[config.mk]
export PLATFORM = sky130hd
export DESIGN_NAME = rf_arbiter_flat
export DESIGN_NICKNAME = d
export VERILOG_FILES = /design/src/rtl/rf_arbiter_if.sv /design/src/rtl/rf_arbiter.sv /design/src/flat_wrapper.sv
export SDC_FILE = /design/constraint.sdc
export NUM_CORES = 1
export LEC_CHECK = 0
export BUFFER_PORTS_ARGS = -buffer_cell sky130_fd_sc_hd__buf_2
export CAP_MARGIN = 20
export CORE_ASPECT_RATIO = 1.4
export CORE_UTILIZATION = 40
export DETAILED_ROUTE_END_ITERATION = 12
export PLACE_DENSITY = 0.7
export SYNTH_ARGS = -nofsm -noshare
export SYNTH_HDL_FRONTEND = slang
export SYNTH_SLANG_ARGS = --single-unit
[constraint.sdc]
create_clock -name CLK -period 1.9 [get_ports CLK]
set_clock_uncertainty 0.15 [all_clocks]
set_input_delay 0.38 -clock CLK [delete_from_list [all_inputs] [get_ports CLK]]
set_output_delay 0.38 -clock CLK [all_outputs]
set_load 0.03 [all_outputs]
[src/rtl/rf_arbiter_if.sv]
// rf_arbiter_if
// Groups the two requester command/response channels and the register-file
// access port of rf_arbiter into one bundle.
//   Requester N (N = 0, 1):
//     ReqN / WeN / AddrN / WDataN : command, held by the requester until AckN
//     AckN                        : one-cycle completion pulse
//     RValidN                     : one-cycle pulse with AckN on reads only
//     RDataN                      : last read result for requester N
//   Register file:
//     RF_WrEn / RF_RdEn           : access strobes (never both high)
//     RF_Address / RF_WrData      : access address and write data
//     RF_RdData                   : read data, valid the cycle after RF_RdEn
//   Busy                          : arbiter is in the middle of a command
// Modports: master = requesters + register file side, slave = the arbiter.
interface rf_arbiter_if #(
    parameter int DATA_WIDTH = 16,
    parameter int ADDR_WIDTH = 3
);
    logic                  Req0;
    logic                  We0;
    logic [ADDR_WIDTH-1:0] Addr0;
    logic [DATA_WIDTH-1:0] WData0;
    logic                  Ack0;
    logic                  RValid0;
    logic [DATA_WIDTH-1:0] RData0;

    logic                  Req1;
    logic                  We1;
    logic [ADDR_WIDTH-1:0] Addr1;
    logic [DATA_WIDTH-1:0] WData1;
    logic                  Ack1;
    logic                  RValid1;
    logic [DATA_WIDTH-1:0] RData1;

    logic                  RF_WrEn;
    logic                  RF_RdEn;
    logic [ADDR_WIDTH-1:0] RF_Address;
    logic [DATA_WIDTH-1:0] RF_WrData;
    logic [DATA_WIDTH-1:0] RF_RdData;

    logic                  Busy;

    modport master (
        output Req0, We0, Addr0, WData0,
        output Req1, We1, Addr1, WData1,
        output RF_RdData,
        input  Ack0, RValid0, RData0,
        input  Ack1, RValid1, RData1,
        input  RF_WrEn, RF_RdEn, RF_Address, RF_WrData,
        input  Busy
    );

    modport slave (
        input  Req0, We0, Addr0, WData0,
        input  Req1, We1, Addr1, WData1,
        input  RF_RdData,
        output Ack0, RValid0, RData0,
        output Ack1, RValid1, RData1,
        output RF_WrEn, RF_RdEn, RF_Address, RF_WrData,
        output Busy
    );
endinterface

[src/rtl/rf_arbiter.sv]
// rf_arbiter
// Round-robin arbiter that shares one single-port register file between two
// requesters. Each accepted command is a single-beat read or write; writes
// complete in one cycle, reads take a READ cycle plus a CAPTURE cycle to pick
// up the registered read data, which is then returned to the issuing side.
// Ports:
//   CLK : rising-edge clock
//   RST : synchronous active-high reset
//   bus : rf_arbiter_if.slave (requester channels, register-file port, Busy)
module rf_arbiter #(
    parameter int DATA_WIDTH = 16,
    parameter int ADDR_WIDTH = 3
) (
    input  logic        CLK,
    input  logic        RST,
    rf_arbiter_if.slave bus
);

    typedef enum logic [1:0] {
        IDLE    = 2'd0,
        WRITE   = 2'd1,
        READ    = 2'd2,
        CAPTURE = 2'd3
    } state_t;

    state_t                state_q, state_d;
    logic                  last_gnt_q, last_gnt_d;
    // Owner of the in-flight command. Its direction is carried by the
    // WRITE/READ state itself, so no separate We register is kept.
    logic                  cmd_id_q, cmd_id_d;
    logic [ADDR_WIDTH-1:0] cmd_addr_q, cmd_addr_d;
    logic [DATA_WIDTH-1:0] cmd_wdata_q, cmd_wdata_d;
    logic                  ack0_q, ack0_d;
    logic                  ack1_q, ack1_d;
    logic                  rvalid0_q, rvalid0_d;
    logic                  rvalid1_q, rvalid1_d;
    logic [DATA_WIDTH-1:0] rdata0_q, rdata0_d;
    logic [DATA_WIDTH-1:0] rdata1_q, rdata1_d;

    logic                  elig0;
    logic                  elig1;
    logic                  grant;
    logic                  win;
    logic                  win_we;

    always_comb begin
        state_d     = state_q;
        last_gnt_d  = last_gnt_q;
        cmd_id_d    = cmd_id_q;
        cmd_addr_d  = cmd_addr_q;
        cmd_wdata_d = cmd_wdata_q;
        ack0_d      = 1'b0;
        ack1_d      = 1'b0;
        rvalid0_d   = 1'b0;
        rvalid1_d   = 1'b0;
        rdata0_d    = rdata0_q;
        rdata1_d    = rdata1_q;
        grant       = 1'b0;
        win         = 1'b0;
        win_we      = 1'b0;

        // A request still held during its own ack cycle is already served.
        elig0 = bus.Req0 & ~ack0_q;
        elig1 = bus.Req1 & ~ack1_q;

        case (state_q)
            IDLE: begin
                if (elig0 && elig1) begin
                    grant = 1'b1;
                    win   = ~last_gnt_q;
                end else if (elig0) begin
                    grant = 1'b1;
                    win   = 1'b0;
                end else if (elig1) begin
                    grant = 1'b1;
                    win   = 1'b1;
                end

                if (grant) begin
                    win_we      = win ? bus.We1 : bus.We0;
                    last_gnt_d  = win;
                    cmd_id_d    = win;
                    cmd_addr_d  = win ? bus.Addr1 : bus.Addr0;
                    cmd_wdata_d = win ? bus.WData1 : bus.WData0;
                    if (win_we) begin
                        // Registered here so Ack is high during the WRITE cycle.
                        state_d = WRITE;
                        ack0_d  = ~win;
                        ack1_d  = win;
                    end else begin
                        state_d = READ;
                    end
                end
            end
            WRITE: begin
                state_d = IDLE;
            end
            READ: begin
                state_d = CAPTURE;
            end
            CAPTURE: begin
                state_d = IDLE;
                if (cmd_id_q) begin
                    rdata1_d  = bus.RF_RdData;
                    ack1_d    = 1'b1;
                    rvalid1_d = 1'b1;
                end else begin
                    rdata0_d  = bus.RF_RdData;
                    ack0_d    = 1'b1;
                    rvalid0_d = 1'b1;
                end
            end
            default: begin
                state_d = IDLE;
            end
        endcase
    end

    always_ff @(posedge CLK) begin
        if (RST) begin
            state_q     <= IDLE;
            last_gnt_q  <= 1'b1;   // first tie after reset goes to requester 0
            cmd_id_q    <= 1'b0;
            cmd_addr_q  <= '0;
            cmd_wdata_q <= '0;
            ack0_q      <= 1'b0;
            ack1_q      <= 1'b0;
            rvalid0_q   <= 1'b0;
            rvalid1_q   <= 1'b0;
            rdata0_q    <= '0;
            rdata1_q    <= '0;
        end else begin
            state_q     <= state_d;
            last_gnt_q  <= last_gnt_d;
            cmd_id_q    <= cmd_id_d;
            cmd_addr_q  <= cmd_addr_d;
            cmd_wdata_q <= cmd_wdata_d;
            ack0_q      <= ack0_d;
            ack1_q      <= ack1_d;
            rvalid0_q   <= rvalid0_d;
            rvalid1_q   <= rvalid1_d;
            rdata0_q    <= rdata0_d;
            rdata1_q    <= rdata1_d;
        end
    end

    assign bus.Ack0    = ack0_q;
    assign bus.Ack1    = ack1_q;
    assign bus.RValid0 = rvalid0_q;
    assign bus.RValid1 = rvalid1_q;
    assign bus.RData0  = rdata0_q;
    assign bus.RData1  = rdata1_q;

    // Strobes are masked by RST so no access lands in a reset cycle, even
    // when reset arrives in the middle of a WRITE or READ.
    assign bus.RF_WrEn    = (state_q == WRITE) & ~RST;
    assign bus.RF_RdEn    = (state_q == READ) & ~RST;
    // Address/data come straight from the command registers, which are only
    // loaded on a grant, so they hold their last values while unused.
    assign bus.RF_Address = cmd_addr_q;
    assign bus.RF_WrData  = cmd_wdata_q;
    assign bus.Busy       = (state_q != IDLE);

endmodule

[src/flat_wrapper.sv]
// flat-port wrapper written by rule: the top's interface ports become plain ports
module rf_arbiter_flat 
#(
    parameter int DATA_WIDTH = 16,
    parameter int ADDR_WIDTH = 3
)
  (CLK, RST, bus_Req0, bus_We0, bus_Addr0, bus_WData0, bus_Req1, bus_We1, bus_Addr1, bus_WData1, bus_RF_RdData, bus_Ack0, bus_RValid0, bus_RData0, bus_Ack1, bus_RValid1, bus_RData1, bus_RF_WrEn, bus_RF_RdEn, bus_RF_Address, bus_RF_WrData, bus_Busy);
  rf_arbiter_if #(.DATA_WIDTH(DATA_WIDTH), .ADDR_WIDTH(ADDR_WIDTH)) bus_i ();
  input  logic CLK;
  input  logic RST;
  input wire logic [$bits(bus_i.Req0)-1:0] bus_Req0;
  input wire logic [$bits(bus_i.We0)-1:0] bus_We0;
  input wire logic [$bits(bus_i.Addr0)-1:0] bus_Addr0;
  input wire logic [$bits(bus_i.WData0)-1:0] bus_WData0;
  input wire logic [$bits(bus_i.Req1)-1:0] bus_Req1;
  input wire logic [$bits(bus_i.We1)-1:0] bus_We1;
  input wire logic [$bits(bus_i.Addr1)-1:0] bus_Addr1;
  input wire logic [$bits(bus_i.WData1)-1:0] bus_WData1;
  input wire logic [$bits(bus_i.RF_RdData)-1:0] bus_RF_RdData;
  output wire logic [$bits(bus_i.Ack0)-1:0] bus_Ack0;
  output wire logic [$bits(bus_i.RValid0)-1:0] bus_RValid0;
  output wire logic [$bits(bus_i.RData0)-1:0] bus_RData0;
  output wire logic [$bits(bus_i.Ack1)-1:0] bus_Ack1;
  output wire logic [$bits(bus_i.RValid1)-1:0] bus_RValid1;
  output wire logic [$bits(bus_i.RData1)-1:0] bus_RData1;
  output wire logic [$bits(bus_i.RF_WrEn)-1:0] bus_RF_WrEn;
  output wire logic [$bits(bus_i.RF_RdEn)-1:0] bus_RF_RdEn;
  output wire logic [$bits(bus_i.RF_Address)-1:0] bus_RF_Address;
  output wire logic [$bits(bus_i.RF_WrData)-1:0] bus_RF_WrData;
  output wire logic [$bits(bus_i.Busy)-1:0] bus_Busy;
  assign bus_i.Req0 = bus_Req0;
  assign bus_i.We0 = bus_We0;
  assign bus_i.Addr0 = bus_Addr0;
  assign bus_i.WData0 = bus_WData0;
  assign bus_i.Req1 = bus_Req1;
  assign bus_i.We1 = bus_We1;
  assign bus_i.Addr1 = bus_Addr1;
  assign bus_i.WData1 = bus_WData1;
  assign bus_i.RF_RdData = bus_RF_RdData;
  assign bus_Ack0 = bus_i.Ack0;
  assign bus_RValid0 = bus_i.RValid0;
  assign bus_RData0 = bus_i.RData0;
  assign bus_Ack1 = bus_i.Ack1;
  assign bus_RValid1 = bus_i.RValid1;
  assign bus_RData1 = bus_i.RData1;
  assign bus_RF_WrEn = bus_i.RF_WrEn;
  assign bus_RF_RdEn = bus_i.RF_RdEn;
  assign bus_RF_Address = bus_i.RF_Address;
  assign bus_RF_WrData = bus_i.RF_WrData;
  assign bus_Busy = bus_i.Busy;
  rf_arbiter #(.DATA_WIDTH(DATA_WIDTH), .ADDR_WIDTH(ADDR_WIDTH)) u_core (.CLK(CLK), .RST(RST), .bus(bus_i));
endmodule
Word-level counts from Yosys, hierarchy flattened. Index checks and enable logic that the tools add are counted.

Eq/ne operators: 4. Muxes and demuxes: 21. Bitwise logic cells: 11. Reduce and logical (&&, ||, !) cells: 8.

Operators with widths (number): 2-to-1 mux 16 bit (1); 2-to-1 mux 1 bit (14); NOT 1 bit (7); one-hot mux 2 bit (3 select lines) (1); AND reduction 2 bit (3); AND 1 bit (4); == test 2 bit (second input constant) (2); 2-to-1 mux 2 bit (2); one-hot mux 1 bit (2 select lines) (2); OR reduction 2 bit (2); 2-to-1 mux 3 bit (1); == test 2 x 1 -> 1 bit (second input constant) (1); logical NOT 2 bit (1); inequality test 2 x 1 -> 1 bit (second input constant) (1); nonzero test 2 bit (1); logical AND 1 bit (1).

Register bits after elaboration: 59. Input bits: 60. Output and inout port bits: 58. Word-level logic and storage cells: 55.

Depth between registers and ports, before layout. Gate-level depths: netlist of the first run.

Depth after elaboration: 10. Mapped depth: 6.

Worst setup path before layout of the first run. OpenSTA, ideal clock, no wires.

Kind: in2out. From: input RST. To: output bus_RF_WrEn. Arrival time: 1176 ps. Required time: 1370 ps. Slack: 194 ps. Stages: 3. Path buffers: 2. Cell sequence: clkbuf_1 > buf_2 > nor2b_1.

Longest elaborated chain between the ends: 2.

Ends and longest elaborated chain: start, declared (line flat_wrapper.sv:10) `input logic RST;`; NOT 1 bit (line rf_arbiter.sv:156) `assign bus.RF_WrEn = (state_q == WRITE) & ~RST;`; AND 1 bit (line rf_arbiter.sv:156); end, declared (line flat_wrapper.sv:26) `output wire logic [$bits(bus_i.RF_WrEn)-1:0] bus_RF_WrEn;`.

Every way passes these cells.

Final worst setup path of the first run.
From: register u_core.state_q[0]. To: output bus_Busy.

Longest elaborated chain between the ends: 1.

Ends and longest elaborated chain: start, declared (line rf_arbiter.sv:26) `state_t state_q, state_d;`; start signal, assigned (line rf_arbiter.sv:133) `state_q <= state_d;`; nonzero test 2 bit (line rf_arbiter.sv:162) `assign bus.Busy = (state_q != IDLE);`; end, declared (line flat_wrapper.sv:30) `output wire logic [$bits(bus_i.Busy)-1:0] bus_Busy;`.

Every way passes these cells.

==> reports/metrics.cfg, run 1 <==
[floorplanning]
std_cell_rows = 33
die_y_microns = 96.19
design.portCount = 118
fp.coreArea_sq_um = 5987
start_util = 0.4234
die-area_sq_um = 6664
die_w_microns = 69.28

[synth]
synthesis.area_per_instance_sq_um = 8.652
synth.ff_latch_count = 59
synth.lib_cells_used.distinct = 28
number_of_instances_in_the_synthesized_netlist = 293
syn_nets = 357
yosysWarnings = 0
synth_enable_flop_cells = 0
yosysSeqAreaShare = 0.4659
post_synth_instance_area_sq_um = 2535
synth_async_sr_flop_share = 0
synthFlopType = sky130_fd_sc_hd__dfxtp_1

[finish]
layout_common_cells = sky130_fd_sc_hd__buf_2 (116), sky130_fd_sc_hd__nand2_1 (85), sky130_fd_sc_hd__dfxtp_1 (57)
finalNonFillerCells = 485
drive_above_1_share = 0.4554
synthToLayoutAreaGrowth_pct = 35.44
mostFrequentLayoutCell = sky130_fd_sc_hd__buf_2
final_nets = 474
number_of_antenna_diodes = 0
final_util = 0.5735

[critical_path]
critPathBufInv = 3
critical_path.endpoint_type = primary output
cp_slowest_stage_delay_ns = 0.34
critical-path-top-delay-family = flip-flops
startpoint_type = flop
cp_common_cell = sky130_fd_sc_hd__inv_1
required_time_at_the_endpoint_of_the_critical_path_ns = 1.37
critical_path_peak_fanout = 7
worstPathArrival_ns = 1.29
critical_path_s_slowest_cell = sky130_fd_sc_hd__dfxtp_2
worst-setup-path-type = flop to primary output
cp_cell_sequence = inv_1 -> ha_2 -> inv_1 -> clkbuf_4

[timing]
final.min_clock_period_ns = 1.818
finalCritPeriodShare = 0.9566
report.final.setup_viol = 0
slew_viol_final = 0
postLayoutSetupSlackWorst_ns = 0.08237
max_freq_mhz = 550.2
tightest_pin_transition_ns = 0.4820
rsz0062_at_grt = no
setup-tns-final_ns = 0
report.final.hold_viol_count = 0
slew_headroom = 0.6775

[min_path]
min-delay-path-class = input port to flop

[clock_tree]
cts_max_path_buffers = 2
post_cts_hold_buffers = 0
htreeDepth = 3
cts_made_buffers = 9
post_cts_resize_count = 1
sink_count = 59
clock_insertion_delay_worst_skew_ns = 0.33
clock_tree_from_tritoncts = done
post_cts.repair.setup_buffers = 0
path_clk_slew_ns = 0.07
ctsRootBufferMaster = sky130_fd_sc_hd__clkbuf_8

[global_routing]
grt_use_total = 0.1980
grt_overflow = 0
first_global_vias = 2337
maximum_number_of_pins_on_one_net_before_global_route_repair = 24
grt_pass1_wl_microns = 10490
number_of_antenna_violations_at_the_first_check_in_global_routing = 0

[power_and_ir_drop]
leakage_uw = 0.001560
power.density_cell_area_nw_per_um2 = 1123
seq_power_share = 0.366
pwr-share-comb = 0.274
worst_ir_drop_vdd_v = 0.0006214
p_sw_uw = 1209
clkPwrFrac = 0.360
internal_power_uw = 2647
power_switching_share = 0.3135

[job]
max_cap_violations = 0

[detailed_routing]
routed_wl_microns = 6300
met2_length_microns = 3158
drt.antenna.violating_nets = 0
detailed_routed_wire_length_on_met3_microns = 458
drt_iter0_drc = 58
top_routing_layer_in_use = met4
detail_route.wl_per_cell_microns = 12.99
drc_errors = 0
detailroute.via_count = 2415
routedLengthMet1_microns = 2584
route.detailed.vias_per_inst = 4.979
drt_pass1_iterations = 6

[run_status]
outcome = complete, no violations

[placement]
gp_congestion = 0.7683
post-place-cells = 469
placement_setup_slack_ns = 0.1266
hpwl_microns = 4589
number_of_buffers_inserted_by_port_buffering = 117

layer usage:
layer,vias to the layer above,global-route usage
met3,9,0.06492
li1,1211,-
met1,1098,0.2079
met5,-,0
met4,0,0.07653
met2,97,0.3665
final timing paths:
path / slack (ns) / depth (start not counted) / endpoint / from
worst max-delay path: 0.08 / 4 / bus_Busy / u_core.state_q[0]
worst min-delay path: 0.14 / 3 / u_core.bus.RData1[8] / bus_RF_RdData[8]
worst max register to register: 0.25 / 6 / u_core.bus.RF_WrData[14] / u_core.state_q[0]
worst min register to register: 0.30 / 2 / u_core.bus.RData1[12] / u_core.bus.RData1[12]
sequential cells by signal, summed over array words and instances, names as in the netlist:
register,count
u_core.bus.RData0,16
u_core.bus.Ack0,1
u_core.bus.RValid1,1
u_core.cmd_id_q,1
u_core.bus.Ack1,1
u_core.state_q,2
u_core.bus.RF_WrData,16
u_core.last_gnt_q,1
u_core.bus.RData1,16
u_core.bus.RValid0,1
u_core.bus.RF_Address,3
cells by family (layout without fill, tap and decap cells):
| logic type | count (synthesis) | in the layout | share of synthesized area |
|---|---|---|---|
| fa+ha+maj | 4 | 4 | 0.01974 |
| flops | 59 | 59 | 0.4659 |
| compound gates | 83 | 83 | 0.2586 |
| buf+inv | 25 | 147 | 0.05627 |
| simple gates | 122 | 122 | 0.1994 |
final cells by class:
class,instances,area [sq um]
Sequential cell,59,1184
Multi-Input combinational cell,209,1214
Clock inverter,5,100.1
Tap cell,70,87.58
Timing Repair Buffer,128,695.7
Inverter,3,11.26
Fill cell,537,2554
Clock buffer,11,141.4
power groups by stage:
stage	sequential, uW	clock, uW	combinational, uW
floorplan	1630	0	578
global placement	1440	0	1040
detailed placement	1440	0	1060
CTS	1410	1430	1060
global route	1420	1470	1140
finish	1410	1390	1050
Yosys cell counts (all sizes together), types with 3 or more instances:
cell | number | area [sq um]
dfxtp | 59 | 1181
a211oi | 19 | 237.7
a31oi | 3 | 18.77
inv | 3 | 11.26
a21oi | 55 | 346.6
nor2b | 5 | 38.78
buf | 15 | 105.1
nand2 | 85 | 319.1
nor2 | 23 | 86.33
ha | 4 | 50.05
clkbuf | 7 | 26.28
tightest hold or removal path, cell delays in order:
cell,delay (ns)
sky130_fd_sc_hd__buf_2,0.10
sky130_fd_sc_hd__nand2_1,0.05
sky130_fd_sc_hd__a21oi_1,0.05
stage by stage:
stage | hold slack [ns] | power (uW) | area [sq um]
after floorplan | 0.2894 | 2210 | 2535
after global placement | 0.2888 | 2476 | 3184
after detailed placement | 0.2937 | 2497 | 3184
after CTS | 0.1255 | 3900 | 3428
after global routing | 0.1310 | 4040 | 3433
final | 0.1415 | 3856 | 3433
No activity file was read; power rests on OpenSTA's default activity.
==> run 2: changes to the inputs <==
CORE_UTILIZATION = 52   (was 40)
CTS_BUF_LIST = sky130_fd_sc_hd__clkbuf_2 sky130_fd_sc_hd__clkbuf_4 sky130_fd_sc_hd__clkbuf_8   (was not set)
PLACE_DENSITY = 0.88   (was 0.7)
clock period = 2.4 ns   (was 1.9 ns; I/O delays follow)
==> run 2 against run 1 <==
  * Die area down 23%
  * Setup slack better by 0.26 ns
  * Global-route usage up 5.4 points
  * First-iteration DRC count rose to 3.2 times the previous value
  * Combinational power down 24%
  * Clock power down 43%
  * Clock-buffer cell count unchanged
  * Critical path depth unchanged
  * Routed wire length down 3.3%
  * Design area down 4.0%
  * Sequential share of layout area up 1.4 points
  * Register-to-register slack better by 0.36 ns
  * Largest cell class unchanged
==> reports/metrics.cfg, run 2 (synthesized netlist as in run 1, its figures left out) <==
[run_status]
outcome = complete, no violations

[critical_path]
startpoint_type = flop
cp_common_cell = sky130_fd_sc_hd__inv_1
critical_path_peak_fanout = 7  ; unchanged
worst-r2r-cell-count = 5  ; -1
required_time_at_the_endpoint_of_the_critical_path_ns = 1.77  ; +0.40 ns
critical_path.endpoint_type = primary output
worst-setup-path-type = flop to primary output
cp_slowest_stage_delay_ns = 0.39  ; +0.05 ns
worstPathArrival_ns = 1.43  ; +0.14 ns
r2r-start = u_core.state_q[1]
timing.reg2reg.setup_slack_ns = 0.61  ; +0.36 ns
cp_cell_sequence = inv_1 -> ha_1 -> inv_1 -> buf_2
capture_point_of_the_worst_reg_to_reg_path = u_core.bus.RF_Address[0]
critical_path_s_slowest_cell = sky130_fd_sc_hd__dfxtp_1

[power_and_ir_drop]
clkPwrFrac = 0.293  ; -0.067
seq_power_share = 0.412  ; +0.046
p_sw_uw = 943.3  ; -22%
power.density_cell_area_nw_per_um2 = 824.8  ; -27%
pwr-share-comb = 0.295  ; +0.021
power_switching_share = 0.3470  ; +0.03353
leakage_uw = 0.001499  ; -3.9%
internal_power_uw = 1775  ; -33%
fin_total_pwr_uw = 2718  ; -29%
worst_ir_drop_vdd_v = 0.0006150  ; -1.0%

[global_routing]
grt_use_total = 0.2521  ; +0.05405
number_of_antenna_violations_at_the_first_check_in_global_routing = 0  ; unchanged
grt_overflow = 0  ; unchanged
grt_pass1_wl_microns = 9839  ; -6.2%
first_global_vias = 2375  ; +1.6%
maximum_number_of_pins_on_one_net_before_global_route_repair = 35  ; +46%

[job]
max_cap_violations = 0  ; unchanged

[finish]
mostFrequentLayoutCell = sky130_fd_sc_hd__buf_2
finalNonFillerCells = 471  ; -2.9%
final_nets = 468  ; -1.3%
fillers = 381  ; -29%
layout_common_cells = sky130_fd_sc_hd__buf_2 (117), sky130_fd_sc_hd__nand2_1 (85), sky130_fd_sc_hd__dfxtp_1 (59)
drive_above_1_share = 0.4425  ; -0.01288
synthToLayoutAreaGrowth_pct = 30.01
number_of_antenna_diodes = 0  ; unchanged

[clock_tree]
sink_count = 59  ; unchanged
post_cts.repair.setup_buffers = 0  ; unchanged
cts_max_path_buffers = 2  ; unchanged
clock_tree_from_tritoncts = done
clock_insertion_delay_worst_skew_ns = 0.33  ; about the same
cts_made_buffers = 9  ; unchanged
htreeDepth = 3  ; unchanged
path_clk_slew_ns = 0.06  ; about the same
post_cts_resize_count = 0  ; -1
ctsRootBufferMaster = sky130_fd_sc_hd__clkbuf_8
post_cts_hold_buffers = 0  ; unchanged

[placement]
hpwl_microns = 4433  ; -3.4%
gp_congestion = 0.7568  ; -1.5%
post-place-cells = 455  ; -3.0%
number_of_buffers_inserted_by_port_buffering = 117  ; unchanged

[min_path]
hold_start = bus_RF_RdData[12]
min-delay-path-class = input port to flop
whs_path_depth = 3  ; unchanged
worstHoldEndpoint = u_core.bus.RData0[12]

[detailed_routing]
drt_iter0_drc = 184  ; +220%
drt.antenna.violating_nets = 0  ; unchanged
drc_errors = 0  ; unchanged
routed_wl_microns = 6089  ; -3.3%
detailroute.via_count = 2410  ; -0.21%
drt_pass1_iterations = 4  ; -2
route.detailed.vias_per_inst = 5.117  ; +2.8%
detail_route.wl_per_cell_microns = 12.93  ; -0.48%

[timing]
report.final.hold_viol_count = 0  ; unchanged
rsz0062_at_grt = no
final.min_clock_period_ns = 2.059
slew_headroom = 0.5430  ; -0.1344
tightest_pin_transition_ns = 0.6855  ; +0.2035 ns
slew_viol_final = 0  ; unchanged
finalCritPeriodShare = 0.8581
report.final.setup_viol = 0  ; unchanged
setup-tns-final_ns = 0  ; unchanged
max_freq_mhz = 485.6

[floorplanning]
start_util = 0.5501  ; +0.1267
std_cell_rows = 29  ; -12%
design.portCount = 118  ; unchanged
die-area_sq_um = 5162  ; -23%
die_w_microns = 61.01  ; -12%
die_y_microns = 84.61  ; -12%
fp.coreArea_sq_um = 4608  ; -23%

-- run 2: cell count changes in the layout (fill, tap and decap cells not counted) --
cell	delta
sky130_fd_sc_hd__clkbuf_8	+1
sky130_fd_sc_hd__ha_1	+1
sky130_fd_sc_hd__clkbuf_1	-1
sky130_fd_sc_hd__ha_2	-1
sky130_fd_sc_hd__clkinvlp_4	+1
sky130_fd_sc_hd__buf_4	-5
sky130_fd_sc_hd__clkbuf_4	-1
sky130_fd_sc_hd__dfxtp_2	-2
sky130_fd_sc_hd__buf_2	+1
sky130_fd_sc_hd__dfxtp_1	+2
sky130_fd_sc_hd__bufinv_16	-3
sky130_fd_sc_hd__buf_12	-1
sky130_fd_sc_hd__clkinv_2	+2
-- run 2: worst max-delay path, delay by kind of cell, from the launching register on --
| kind | cells | cell delay (ns) |
|---|---|---|
| buf+inv | 3 | 0.40 |
| flops | 1 | 0.39 |
| fa+ha+maj | 1 | 0.31 |
-- run 2: worst max-delay path by stage --
stage / from / end / depth (start not counted)
2_1_floorplan: RST / bus_RF_WrEn / 3
3_3_place_gp: bus_Req0 / u_core.bus.RF_WrData[0] / 6
3_5_place_dp: bus_Req0 / u_core.bus.RF_WrData[15] / 6
4_1_cts: u_core.state_q[0] / bus_Busy / 4
5_1_grt: u_core.state_q[1] / bus_Busy / 4
6_report: u_core.state_q[0] / bus_Busy / 4
-- run 2: power groups by stage --
stage          clock (uW)  combinational (uW)  sequential, uW
5_1_grt               859                 868            1130
3_3_place_gp            0                 783            1140
4_1_cts               815                 804            1120
6_report              797                 801            1120
3_5_place_dp            0                 802            1140
2_1_floorplan           0                 458            1290
-- run 2: metrics by stage --
step	area [sq um]	worst slack [ns]	util	hold WS, ns
floorplan	2535	0.4936	-	0.2894
global placement	3117	0.6533	0.6764	0.2895
detailed placement	3117	0.6017	0.6764	0.2965
CTS	3296	0.3322	0.7152	0.2309
global route	3296	0.2182	0.7152	0.2313
finish	3296	0.3405	0.7152	0.2433
-- run 2: final cells by class --
class | count | area [sq um] | share of cell area
tap | 62 | 77.57 | 0.02354
multi-input combinational | 209 | 1211 | 0.3675
timing repair buffer | 122 | 635.6 | 0.1929
clock inverter | 5 | 27.53 | 0.008352
clock buffer | 11 | 151.4 | 0.04594
inverter | 3 | 11.26 | 0.003417
sequential | 59 | 1181 | 0.3584
-- run 2: metal layers --
metal  GRT usage  routed length [microns]
met1      0.2656                     2444
met2      0.4386                     3026
met3     0.07704                      492
met4      0.1198                      125
met5           0                        0
